## src/rtl/led_pkg.sv

```systemverilog
// Shared types and constants for the LED line writer: panel geometry,
// control-bus write mask, FSM states, request record and address helper.
package led_pkg;

    localparam int          PANEL_W    = 32;
    localparam logic [3:0]  CTRL_WMASK = 4'b0111;

    localparam logic [23:0] COLOR    = 24'h00ff00;
    localparam logic [23:0] CI_COLOR = 24'hff0000;
    localparam logic [23:0] R_COLOR  = 24'h0000ff;
    localparam logic [23:0] W_COLOR  = 24'hffff00;

    typedef enum logic [1:0] {
        ST_IDLE  = 2'd0,
        ST_SETUP = 2'd1,
        ST_WAIT  = 2'd2
    } state_t;

    typedef struct packed {
        logic [4:0]  line;
        logic [31:0] value;
        logic [23:0] color;
    } req_t;

    // Store line L is drawn as panel column 31-L, pixel px as panel row px.
    function automatic logic [15:0] pixel_addr(input logic [4:0] line, input logic [4:0] px);
        logic [15:0] w_word;
        w_word = ({11'd0, px} << 5) + 16'd31 - {11'd0, line};
        return w_word << 2;
    endfunction

endpackage

```

## src/rtl/led_line_writer_if.sv

```systemverilog
// Request bus from the sequencer and control bus to the LED panel, bundled
// so the writer sees both sides through one port.
interface led_line_writer_if;

    logic        req_valid;
    logic        req_ready;
    logic [4:0]  req_line;
    logic [31:0] req_value;
    logic [23:0] req_color;

    logic [3:0]  ctrl_wr;
    logic [15:0] ctrl_addr;
    logic [31:0] ctrl_wdat;
    logic        ctrl_done;

    modport slave (
        input  req_valid, req_line, req_value, req_color, ctrl_done,
        output req_ready, ctrl_wr, ctrl_addr, ctrl_wdat
    );

    modport master (
        output req_valid, req_line, req_value, req_color, ctrl_done,
        input  req_ready, ctrl_wr, ctrl_addr, ctrl_wdat
    );

endinterface

```

## src/rtl/led_line_writer_req_fifo.sv

```systemverilog
// Synchronous request FIFO with registered full/empty; the head entry is
// read directly from storage so a pop sees it in the same cycle.
module req_fifo #(
    parameter int WIDTH = 8,
    parameter int DEPTH = 4
) (
    input  logic             clk,
    input  logic             rst,
    input  logic             i_push,
    input  logic [WIDTH-1:0] i_data,
    input  logic             i_pop,
    output logic [WIDTH-1:0] o_data,
    output logic             o_full,
    output logic             o_empty
);

    localparam int          AW       = $clog2(DEPTH);
    localparam logic [AW:0] CNT_FULL = (AW+1)'(DEPTH);

    logic [WIDTH-1:0] r_mem [DEPTH];
    logic [AW-1:0]    r_wr_ptr;
    logic [AW-1:0]    r_rd_ptr;
    logic [AW:0]      r_count;
    logic             w_push;
    logic             w_pop;

    assign w_push  = i_push && !o_full;
    assign w_pop   = i_pop && !o_empty;
    assign o_full  = (r_count == CNT_FULL);
    assign o_empty = (r_count == '0);
    assign o_data  = r_mem[r_rd_ptr];

    // Storage is left unreset: the pointers alone decide which entries are live.
    always_ff @(posedge clk) begin
        if (w_push) begin
            r_mem[r_wr_ptr] <= i_data;
        end
    end

    // Pointer and occupancy bookkeeping.
    always_ff @(posedge clk) begin
        if (rst) begin
            r_wr_ptr <= '0;
            r_rd_ptr <= '0;
            r_count  <= '0;
        end else begin
            if (w_push) begin
                r_wr_ptr <= r_wr_ptr + 1'b1;
            end
            if (w_pop) begin
                r_rd_ptr <= r_rd_ptr + 1'b1;
            end
            case ({w_push, w_pop})
                2'b10:   r_count <= r_count + 1'b1;
                2'b01:   r_count <= r_count - 1'b1;
                default: r_count <= r_count;
            endcase
        end
    end

endmodule

```

## src/rtl/led_line_writer.sv

```systemverilog
// Expands queued line-update requests into 32 single-pixel panel writes,
// holding each write on the control bus until the panel acknowledges it.
module led_line_writer
    import led_pkg::*;
#(
    parameter int DEPTH   = 4,
    parameter int PANEL_W = 32
) (
    input  logic             clk100,
    input  logic             reset,
    led_line_writer_if.slave bus,
    output logic             line_done,
    output logic             idle
);

    localparam int             PXW     = $clog2(PANEL_W);
    localparam logic [PXW-1:0] LAST_PX = PXW'(PANEL_W - 1);

    state_t         r_state;
    state_t         w_next;
    req_t           r_req;
    req_t           w_head;
    req_t           w_push_data;
    logic [PXW-1:0] r_px;
    logic [3:0]     r_ctrl_wr;
    logic [15:0]    r_ctrl_addr;
    logic [31:0]    r_ctrl_wdat;
    logic           r_line_done;
    logic           w_full;
    logic           w_empty;
    logic           w_push;
    logic           w_pop;
    logic           w_issue;
    logic           w_ack;
    logic           w_last;

    // Ready comes from registered occupancy, so a full FIFO refuses even when popping.
    assign bus.req_ready = !w_full;
    assign w_push        = bus.req_valid && !w_full;
    assign w_push_data   = {bus.req_line, bus.req_value, bus.req_color};

    assign bus.ctrl_wr   = r_ctrl_wr;
    assign bus.ctrl_addr = r_ctrl_addr;
    assign bus.ctrl_wdat = r_ctrl_wdat;
    assign line_done     = r_line_done;
    assign idle          = w_empty && (r_state == ST_IDLE);

    req_fifo #(
        .WIDTH ($bits(req_t)),
        .DEPTH (DEPTH)
    ) u_req_fifo (
        .clk     (clk100),
        .rst     (reset),
        .i_push  (w_push),
        .i_data  (w_push_data),
        .i_pop   (w_pop),
        .o_data  (w_head),
        .o_full  (w_full),
        .o_empty (w_empty)
    );

    // FSM state register.
    always_ff @(posedge clk100) begin
        if (reset) begin
            r_state <= ST_IDLE;
        end else begin
            r_state <= w_next;
        end
    end

    // Next-state and per-cycle action decode; ctrl_done only matters in WAIT.
    always_comb begin
        w_next  = r_state;
        w_pop   = 1'b0;
        w_issue = 1'b0;
        w_ack   = 1'b0;
        w_last  = (r_px == LAST_PX);
        case (r_state)
            ST_IDLE: begin
                if (!w_empty) begin
                    w_pop  = 1'b1;
                    w_next = ST_SETUP;
                end else begin
                    w_next = ST_IDLE;
                end
            end
            ST_SETUP: begin
                w_issue = 1'b1;
                w_next  = ST_WAIT;
            end
            ST_WAIT: begin
                if (bus.ctrl_done) begin
                    w_ack  = 1'b1;
                    w_next = w_last ? ST_IDLE : ST_SETUP;
                end else begin
                    w_next = ST_WAIT;
                end
            end
            default: begin
                w_next = ST_IDLE;
            end
        endcase
    end

    // Working registers, pixel counter and the registered panel-bus outputs.
    always_ff @(posedge clk100) begin
        if (reset) begin
            r_req       <= '0;
            r_px        <= '0;
            r_ctrl_wr   <= 4'b0000;
            r_ctrl_addr <= 16'h0000;
            r_ctrl_wdat <= 32'h0000_0000;
            r_line_done <= 1'b0;
        end else begin
            r_line_done <= w_ack && w_last;
            if (w_pop) begin
                r_req <= w_head;
                r_px  <= '0;
            end else if (w_ack && !w_last) begin
                r_px <= r_px + 1'b1;
            end
            if (w_issue) begin
                r_ctrl_addr <= pixel_addr(r_req.line, r_px);
                r_ctrl_wdat <= r_req.value[r_px] ? {8'h00, r_req.color} : 32'h0000_0000;
                r_ctrl_wr   <= CTRL_WMASK;
            end else if (w_ack) begin
                r_ctrl_wr <= 4'b0000;
            end
        end
    end

endmodule

```

## src/flat_wrapper.sv

```systemverilog
// flat-port wrapper written by rule: the top's interface ports become plain ports
module led_line_writer_flat import led_pkg::*;
#(
    parameter int DEPTH   = 4,
    parameter int PANEL_W = 32
)
  (clk100, reset, line_done, idle, bus_req_valid, bus_req_line, bus_req_value, bus_req_color, bus_ctrl_done, bus_req_ready, bus_ctrl_wr, bus_ctrl_addr, bus_ctrl_wdat);
  led_line_writer_if bus_i ();
  input  logic clk100;
  input  logic reset;
  output logic line_done;
  output logic idle;
  input wire logic [$bits(bus_i.req_valid)-1:0] bus_req_valid;
  input wire logic [$bits(bus_i.req_line)-1:0] bus_req_line;
  input wire logic [$bits(bus_i.req_value)-1:0] bus_req_value;
  input wire logic [$bits(bus_i.req_color)-1:0] bus_req_color;
  input wire logic [$bits(bus_i.ctrl_done)-1:0] bus_ctrl_done;
  output wire logic [$bits(bus_i.req_ready)-1:0] bus_req_ready;
  output wire logic [$bits(bus_i.ctrl_wr)-1:0] bus_ctrl_wr;
  output wire logic [$bits(bus_i.ctrl_addr)-1:0] bus_ctrl_addr;
  output wire logic [$bits(bus_i.ctrl_wdat)-1:0] bus_ctrl_wdat;
  assign bus_i.req_valid = bus_req_valid;
  assign bus_i.req_line = bus_req_line;
  assign bus_i.req_value = bus_req_value;
  assign bus_i.req_color = bus_req_color;
  assign bus_i.ctrl_done = bus_ctrl_done;
  assign bus_req_ready = bus_i.req_ready;
  assign bus_ctrl_wr = bus_i.ctrl_wr;
  assign bus_ctrl_addr = bus_i.ctrl_addr;
  assign bus_ctrl_wdat = bus_i.ctrl_wdat;
  led_line_writer #(.DEPTH(DEPTH), .PANEL_W(PANEL_W)) u_core (.clk100(clk100), .reset(reset), .bus(bus_i), .line_done(line_done), .idle(idle));
endmodule
```

## config.mk

```make
export PLATFORM = sky130hd
export DESIGN_NAME = led_line_writer_flat
export DESIGN_NICKNAME = d
export VERILOG_FILES = /design/src/rtl/led_pkg.sv /design/src/rtl/led_line_writer_if.sv /design/src/rtl/led_line_writer_req_fifo.sv /design/src/rtl/led_line_writer.sv /design/src/flat_wrapper.sv
export SDC_FILE = /design/constraint.sdc
export NUM_CORES = 1
export LEC_CHECK = 0
export CORE_ASPECT_RATIO = 1.4
export CORE_MARGIN = 8
export CORE_UTILIZATION = 55
export CTS_BUF_LIST = sky130_fd_sc_hd__clkbuf_8 sky130_fd_sc_hd__clkbuf_16
export CTS_CLUSTER_DIAMETER = 30
export DETAILED_ROUTE_END_ITERATION = 12
export HOLD_SLACK_MARGIN = 0.05
export PLACE_DENSITY_LB_ADDON = 0.12
export SYNTH_ARGS = -nofsm -noshare
export SYNTH_HDL_FRONTEND = slang
export SYNTH_HIERARCHICAL = 1
export SYNTH_SLANG_ARGS = --single-unit
export TNS_END_PERCENT = 20
```

## constraint.sdc

```tcl
create_clock -name clk100 -period 3.12 [get_ports clk100]
set_input_delay 0.468 -clock clk100 [delete_from_list [all_inputs] [get_ports clk100]]
set_output_delay 0.468 -clock clk100 [all_outputs]
set_load 0.05 [all_outputs]
```

After elaboration in Yosys (flattened, before gate mapping)
Memories as Yosys holds them, arrays and structs flattened. A register that Yosys moved wholly into a read port is not among the register bits.
Cells that the tools add are included.
{"block": "word_totals", "in_bits": 65, "ram_bits": 244, "mem_count": 1, "regBits": 64}
{"block": "classes", "order_cmp": 1, "muxes": 17, "reduce_logical": 14, "add_sub_neg": 7, "n_eq_ne": 6}
{"name": "u_core.u_req_fifo.r_mem", "depth": 4, "word_bits": 61, "read_ports": 1, "rd_ports_with_merged_regs": 1, "write_ports": 1, "line_no": "led_line_writer_req_fifo.sv:20", "source": "logic [WIDTH-1:0] r_mem [DEPTH];"}
{"operator": "24-bit two-way mux", "n": 1}
{"operator": "14-bit by 5-bit subtractor with 14-bit output", "n": 1}
{"operator": "10-bit by 5-bit adder with 11-bit output, second input constant", "n": 1}
{"operator": "1-bit two-way mux", "n": 10}
{"operator": "1-bit logical AND", "n": 6}
{"operator": "5-bit by 6-bit less-than comparator with 1-bit output, second input constant", "n": 1}
{"operator": "3-bit two-way mux", "n": 2}
{"operator": "2-bit one-hot mux with 3 select lines", "n": 1}
{"operator": "3-bit one-hot mux with 2 select lines", "n": 1}
{"operator": "5-bit by 1-bit adder with 5-bit output, second input constant", "n": 1}
{"operator": "1-bit binary-select mux with 5-bit select", "n": 1}
{"operator": "5-bit == test, second input constant", "n": 1}
{"operator": "2-bit by 1-bit adder with 2-bit output, second input constant", "n": 2}
{"operator": "2-bit by 1-bit == test with 1-bit output, second input constant", "n": 2}
{"operator": "2-bit == test, second input constant", "n": 2}
{"operator": "2-bit nonzero test", "n": 2}
{"operator": "3-bit by 1-bit adder with 3-bit output, second input constant", "n": 1}
{"operator": "3-bit == test, second input constant", "n": 1}
{"operator": "1-bit zero test", "n": 3}
{"operator": "3-bit zero test", "n": 1}
{"operator": "3-bit by 1-bit subtractor with 3-bit output, second input constant", "n": 1}
{"operator": "2-bit zero test", "n": 1}
{"operator": "2-bit two-way mux", "n": 1}
{"operator": "2-bit OR reduction", "n": 1}

Depth between registers and ports, before layout
Gate-level depths: netlist of run 1.
{"block": "depth", "depth_word": 6, "depth_mapped": 13}

Cells and area by module
Netlist of run 1, hierarchy kept.
{"module": "req_fifo", "cells_per_inst": 373, "instances": 1, "area_per_inst_um2": 9345.2, "seq_area_each_um2": 7507.2}
{"module": "led_line_writer", "cells_per_inst": 530, "instances": 1, "area_per_inst_um2": 4455.5, "seq_area_each_um2": 2122.0}

Worst setup path before layout of run 1
Ideal clock, no wire load.
{"block": "synth_path", "kind": "reg2reg", "from": "reg u_core.u_req_fifo.r_count[2]", "to": "mem u_core/u_req_fifo/r_mem[2][0] in the netlist's numbering (enable)", "setup_time_ns": 0.425, "t_required_ns": 2.695, "arrival_ns": 2.370, "n_path_buf": 0, "path_slack_ns": 0.325, "path_stages_with_launch": 6, "synth_period_minus_slack_ns": 2.795, "path_cell_list": "dfxtp_1 -> nor3b_2 -> nor2b_1 -> inv_1 -> nor2_1 -> and2_1"}
{"block": "synth_via", "elab_chain_len": 6}
{"element": "from (decl)", "line_no": "led_line_writer_req_fifo.sv:23", "source": "logic [AW:0] r_count;"}
{"element": "from (signal assigned)", "line_no": "led_line_writer_req_fifo.sv:54", "source": "2'b10: r_count <= r_count + 1'b1;"}
{"element": "from (signal assigned)", "line_no": "led_line_writer_req_fifo.sv:55", "source": "2'b01: r_count <= r_count - 1'b1;"}
{"element": "from (signal assigned)", "line_no": "led_line_writer_req_fifo.sv:56", "source": "default: r_count <= r_count;"}
{"element": "3-bit == test", "line_no": "led_line_writer_req_fifo.sv:29", "source": "assign o_full = (r_count == CNT_FULL);"}
{"element": "named net u_core.w_full", "line_no": "led_line_writer.sv:29", "source": "logic w_full;"}
{"element": "1-bit zero test", "line_no": "led_line_writer.sv:39", "source": "assign w_push = bus.req_valid && !w_full;"}
{"element": "1-bit logical AND", "line_no": "led_line_writer.sv:39"}
{"element": "named net u_core.w_push", "line_no": "led_line_writer.sv:31", "source": "logic w_push;"}
{"element": "1-bit logical AND", "line_no": "led_line_writer_req_fifo.sv:27", "source": "assign w_push = i_push && !o_full;"}
{"element": "1-bit two-way mux", "line_no": "led_line_writer_req_fifo.sv:35", "source": "if (w_push) begin"}
{"element": "1-bit two-way mux (not written as such)", "line_no": "led_line_writer_req_fifo.sv:36", "source": "r_mem[r_wr_ptr] <= i_data;"}
{"element": "to (decl)", "line_no": "led_line_writer_req_fifo.sv:20"}
The timed path passes the listed nets, and every way through them passes these cells.

Worst setup path in the final report of run 1
{"block": "layout_path", "from": "reg u_core.u_req_fifo.r_count[1]", "to": "out idle"}
{"block": "layout_via", "elab_chain_len": 2}
{"element": "3-bit zero test", "line_no": "led_line_writer_req_fifo.sv:30", "source": "assign o_empty = (r_count == '0);"}
{"element": "named net u_core.w_empty", "line_no": "led_line_writer.sv:30", "source": "logic w_empty;"}
{"element": "1-bit logical AND", "line_no": "led_line_writer.sv:46", "source": "assign idle = w_empty && (r_state == ST_IDLE);"}
{"element": "to (decl)", "line_no": "flat_wrapper.sv:12", "source": "output logic idle;"}
The timed path passes the listed nets, and every way through them passes these cells.

==> results of run 1 <==
## final timing paths
| check | end | slack [ps] | cells past startpoint | start |
|---|---|---|---|---|
| setup / recovery | idle | 180 | 3 | u_core/u_req_fifo/r_count[1]$_SDFFE_PP0P_ |
| hold / removal | u_core/bus.ctrl_addr[6]$_SDFFE_PP0P_ | 380 | 2 | reset |
| setup reg to reg | u_core/u_req_fifo/r_count[2]$_SDFFE_PP0P_ | 590 | 11 | u_core/u_req_fifo/r_count[0]$_SDFFE_PP0P_ |
| hold reg to reg | u_core/bus.ctrl_wdat[23]$_SDFFE_PP0P_ | 450 | 2 | u_core/bus.ctrl_wdat[23]$_SDFFE_PP0P_ |
## worst max-delay path, stage by stage (launching register included)
cell	delay [ps]
dfxtp_1	350
nor3_1	420
nor3b_1	280
clkdlybuf4s50_1	890
## cells in the mapped netlist
cell type and count:
edfxtp_1 244, nor3b_1 2, buf_4 15, a211oi_1 2, nand3_1 2, nand2b_1 4, ha_1 15, nand2_1 154
inv_1 41, buf_1 5, nor4bb_1 1, or3_1 6, a21oi_1 79, buf_2 9, and2_1 5, a22o_1 1
nor2b_1 2, or3b_2 1, xnor2_1 5, nor3_1 7, o21bai_1 1, o31ai_2 20, dfxtp_1 115, mux4_1 1
o31ai_1 5, a311oi_1 1, xor2_1 3, buf_6 4, o211ai_1 1, o21ai_0 6, nor2_1 29, mux2i_1 17
buf_12 6, nor3b_2 1, clkbuf_1 25, conb_1 1, nand3b_1 1, a221o_1 1, fa_1 1, mux4_2 64
## per-stage QoR
| step | std cells | total power [mW] | worst slack (ps) | area (sq um) |
|---|---|---|---|---|
| 2_1_floorplan | 913 | 9.111 | 325.0 | 13840 |
| 3_3_place_gp | 1294 | 10.00 | 519.4 | 15170 |
| 3_5_place_dp | 1294 | 10.06 | 477.7 | 15170 |
| 4_1_cts | 1381 | 15.44 | 150.3 | 16780 |
| 5_1_grt | 1381 | 16.02 | 83.36 | 16780 |
| 6_report | 1381 | 15.26 | 184.4 | 16780 |
## registers in the layout, summed over array words and instances (netlist names), named ones only
register	flops
u_core/bus.ctrl_addr	12
u_core/r_state	2
u_core/bus.ctrl_wr	1
u_core/u_req_fifo/r_wr_ptr	2
u_core/u_req_fifo/r_mem	244
u_core/u_req_fifo/r_rd_ptr	2
u_core/r_req	61
u_core/bus.ctrl_wdat	24
u_core/line_done	1
u_core/u_req_fifo/r_count	3
u_core/r_px	5
## cells by family (layout without fill, tap and decap cells)
group                      after synthesis  count (layout)  synth area share [%]
DFF                                    359             359                 69.77
and+or+nand+nor                        215             215                 6.464
AOI/OAI and AO/OA                      117             117                 5.585
buffers and inverters                  105             258                 4.270
muxes                                   82              82                 11.87
adders and majority gates               16              16                 1.505
xor gates and xnor gates                 8               8                0.5077
other                                    1              11               0.02717
## cells in the final DEF (no fill, tap or decap), types with 14 or more instances in the layout
master	netlist	final
edfxtp_1	244	244
nand2_1	154	154
dfxtp_1	115	113
clkdlybuf4s50_1	0	107
a21oi_1	79	79
mux4_2	64	64
clkbuf_16	0	49
inv_1	41	47
nor2_1	29	28
o31ai_2	20	20
mux2i_1	17	17
ha_1	15	15
buf_4	15	14
## cell type report
cell class | count | area [sq um]
Fill cell | 1737 | 7893
Inverter | 41 | 153.9
Multi-Input combinational cell | 449 | 3633
Tap cell | 315 | 394.1
Sequential cell | 359 | 9637
Clock buffer | 52 | 1267
Timing Repair Buffer | 130 | 1356
Clock inverter | 35 | 339.1
## metal layers
layer / track usage [%] / vias up
met3: 3.150 / 36
met1: 20.80 / 3656
met2: 31.69 / 146
met5: 0 / -
met4: 5.550 / 0
li1: - / 3552
## report_power, final
part / switching [mW] / total (mW) / internal (mW)
Clock: 1.97 / 5.34 / 3.36
Sequential: 0.401 / 6.35 / 5.95
Combinational: 2.18 / 3.57 / 1.39
Total: 4.56 / 15.3 / 10.7
==> metrics.txt, run 1 <==
status completed; Final Max Tran Viols 0; sum of negative setup slack 0 ps; fin util 68.01%; gr usage total 17.58%; DR top layer met4; worst clock skew 18.05 ps; drt first pass iters 4; Clock Sinks ~360; FMAX around 340 MHz; Slew Limit Headroom 37.21%; # DRC 0; num rows ~70; Tightest Pin Transition 941.9 ps; CTS Hold Bufs 0; Layout Nets ~1100; CP Class reg2out; Gate Count Post-Synth 903; Die W 149.9 um; Met1 Wirelength 10640 um; CTS tree done; Final Setup Violations 0; final WL 26210 um; initial core utilization 55.93%; first-pass GRT wire length 41990 um; Clk Tree Root Cell clkbuf_16; layout cells sized above 1 roughly 18%; die span in y 203.4 um; ant diodes 0; worst-path maximum fanout 5; die area slightly above 0.03 sq mm; dpl hpwl 16620 um; antenna-violating nets left 0; Synth Area per Inst 15.28 sq um; min cycle time layout ~3000 ps; RD Place Congestion 0.6984; Max IR drop VDD 0.0007275 V; number of antenna violations at the first check in global routing 0; via count 7390; Critical Path RT 2650 ps; top cells by area, synth edfxtp_1, dfxtp_1, mux4_2; Max Cap Viol 0; Leak 5.616 nW; post-synthesis register bit count 359; total of warnings raised by yosys 6; CTS H-tree lvls 2; Overflow after GRT 0; post-CTS setup buffers 0; Power per Cell Area 909.3 mW/mm^2; Clock Pin Slew Worst Setup and Hold Paths 50 ps; RSZ-0062 raised after global routing no; Worst Hold Class in2reg; critical path endpoint category output port; Via density between 5 and 6; Core Footprint 0.02467 sq mm; Yosys top cell area share 53.09%; vias in the first global route 7785; io pins 120; data arrival time of the worst path roughly 2500 ps; PortBufs 108; CTS Buffer Depth 3; synthesized cell area 0.01380 sq mm; initial DRC count 333; WL per Instance between 15 and 20 um; met3 wire length around 1200 um; largest area contributor in the netlist edfxtp_1; worst skew pair latency 530 ps; Final Hold Vio Count 0; met2 wire length ~14000 um; Layout Area Growth over Synthesis 21.60%; Resize count post-CTS 0; Final Cycle Share 94.09%; sequential share of the synthesized area 69.77%; Hold WS 377.4 ps; cts bufs inserted 47; synth unique cells 40; pin count of the biggest net entering global routing 68; Startpoint Class register
(Power assumes the default switching activity.)
==> run 2, diff against run 1 <==
- CAP_MARGIN: default -> 25
==> results of run 2 <==
Same layout as run 1: the final DEF is identical, and so are final timing and power.
==> run 3, diff against run 2 <==
- PLACE_DENSITY_LB_ADDON: 0.12 -> 0.15
==> metrics.txt, run 3 (synthesis results as in run 1) <==
status completed; Clock Sinks 359 (unchanged); Reg-to-Reg End u_core/u_req_fifo/r_count[2]$_SDFFE_PP0P_; FF-to-FF Start u_core/u_req_fifo/r_count[0]$_SDFFE_PP0P_; Final Hold Vio Count 0 (unchanged); number of antenna violations at the first check in global routing 0 (unchanged); CTS tree done; critical path launch point u_core/u_req_fifo/r_count[0]$_SDFFE_PP0P_; FMAX 326.4 MHz (-4.2%); PortBufs 108 (unchanged); data arrival time of the worst path 2600 ps (+130 ps); RD Place Congestion 0.7391 (+5.8%); worst-case reg-to-reg path depth 11 (unchanged); Critical Path RT 2650 ps (about the same); Logic pwr share 22.9% (-0.5 points); Final Cycle Share 98.21% (+4.1 points); max reg flops 244 (unchanged); Max IR drop VDD 0.0007466 V (+2.6%); Clk Tree Root Cell clkbuf_16; crit path to idle; first-pass GRT wire length 40960 um (-2.4%); ant diodes 0 (unchanged); Startpoint Class register; Cell Count, Final, Fillers Out 1374 (-0.51%); gr usage total 17.09% (-0.49 points); initial core utilization 55.93% (unchanged); via count 7510 (+1.6%); Worst Hold Class in2reg; worst-path maximum fanout 5 (unchanged); Final Max Tran Viols 0 (unchanged); met3 wire length 1252 um (+3.0%); Core Footprint 0.02467 sq mm (unchanged); worst skew pair latency 530 ps (about the same); Slew Limit Headroom 35.27% (-1.9 points); io pins 120 (unchanged); Clk pwr share 35.4% (+0.4 points); Met1 Wirelength 10190 um (-4.2%); Leak 5.570 nW (-0.81%); Min-Delay Startpoint reset; Overflow after GRT 0 (unchanged); antenna-violating nets left 0 (unchanged); met2 wire length 13610 um (-1.5%); most frequent cells in the layout edfxtp_1, nand2_1, dfxtp_1; min cycle time layout 3064 ps (+128.4 ps); post-CTS setup buffers 0 (unchanged); Layout Nets 1103 (-0.54%); Power per Cell Area 915.1 mW/mm^2 (+0.64%); # DRC 0 (unchanged); Resize count post-CTS 0 (unchanged); die span in y 203.4 um (unchanged); Tightest Pin Transition 970.9 ps (+29.00 ps); commonest non-fill, non-tap cell in the layout edfxtp_1; initial DRC count 371 (+11%); Final Setup Violations 0 (unchanged); layout cells sized above 1 18.13% (+0.025 points); num rows 68 (unchanged); vias in the first global route 7821 (+0.46%); CP Class reg2out; Largest Register u_core/u_req_fifo/r_mem; Die W 149.9 um (unchanged); die area 0.03049 sq mm (unchanged); Hold Crit Depth 2 (unchanged); DR top layer met4; Reg power frac 41.7% (about the same); WL per Instance 18.79 um (-0.98%); RSZ-0062 raised after global routing no; r2r setup slk 590 ps (about the same); Via density 5.466 (+2.1%); Sw Pwr 4.569 mW (+0.28%); CTS Buffer Depth 3 (unchanged); CTS Hold Bufs 0 (unchanged); sum of negative setup slack 0 ps (unchanged); Cells after DPL 1289 (-0.39%); Switching Share 29.87% (about the same); worst clock skew 13.05 ps (-4.999 ps); CTS H-tree lvls 2 (unchanged); Layout Area Growth over Synthesis 21.13%; dpl hpwl 15570 um (-6.3%); Clock Pin Slew Worst Setup and Hold Paths 60 ps (about the same); P_int 10.73 mW (+0.24%); drt first pass iters 5 (+1); pin count of the biggest net entering global routing 68 (unchanged); cts bufs inserted 46 (-2.1%); final WL 25820 um (-1.5%); critical path endpoint category output port; Max Cap Viol 0 (unchanged)
run 3: how the worst min path moves through the flow:
stage                                                end
5_1_grt        u_core/u_req_fifo/r_count[0]$_SDFFE_PP0P_
3_3_place_gp       u_core/bus.ctrl_wdat[23]$_SDFFE_PP0P_
3_5_place_dp        u_core/bus.ctrl_wdat[1]$_SDFFE_PP0P_
4_1_cts             u_core/bus.ctrl_addr[2]$_SDFFE_PP0P_
6_report            u_core/bus.ctrl_addr[2]$_SDFFE_PP0P_
2_1_floorplan              u_core/r_req[24]$_SDFFE_PP0P_
run 3: per-stage QoR:
stage	setup WS, ps	hold WS [ps]	utilization, %	power (mW)	area [sq um]
finish	56.00	435.9	67.75	15.30	16720
global route	52.60	456.7	67.75	16.04	16720
CTS	91.89	420.2	67.75	15.49	16720
detailed placement	489.1	439.7	61.15	10.03	15090
global placement	515.6	438.2	61.15	9.963	15090
floorplan	325.0	435.7	-	9.111	13840
run 3: area by class of cell:
class	instances	area [sq um]
sequential	359	9637
fill	1720	7956
multi-input combinational	449	3633
timing repair buffer	125	1269
clock buffer	51	1242
tap	315	394.1
clock inverter	34	387.9
inverter	41	153.9
run 3: routing by layer:
| layer | track usage (%) | vias up |
|---|---|---|
| met5 | 0 | - |
| met4 | 6.301 | 0 |
| met3 | 3.172 | 59 |
| met2 | 31.19 | 194 |
| met1 | 19.43 | 3723 |
| li1 | - | 3534 |
run 3: worst max-delay path, cell delays in order, from the launching register on:
cell	delay (ps)
dfxtp_1	360
nor3_1	450
nor3b_1	380
clkdlybuf4s50_1	880
run 3: power groups by stage:
stage	Clock, mW	Combinational, mW	Sequential, mW
after global routing	5.72	3.85	6.47
after global placement	0	3.51	6.45
after detailed placement	0	3.55	6.49
after floorplan	0	2.64	6.47
after CTS	5.52	3.57	6.40
final	5.42	3.50	6.38
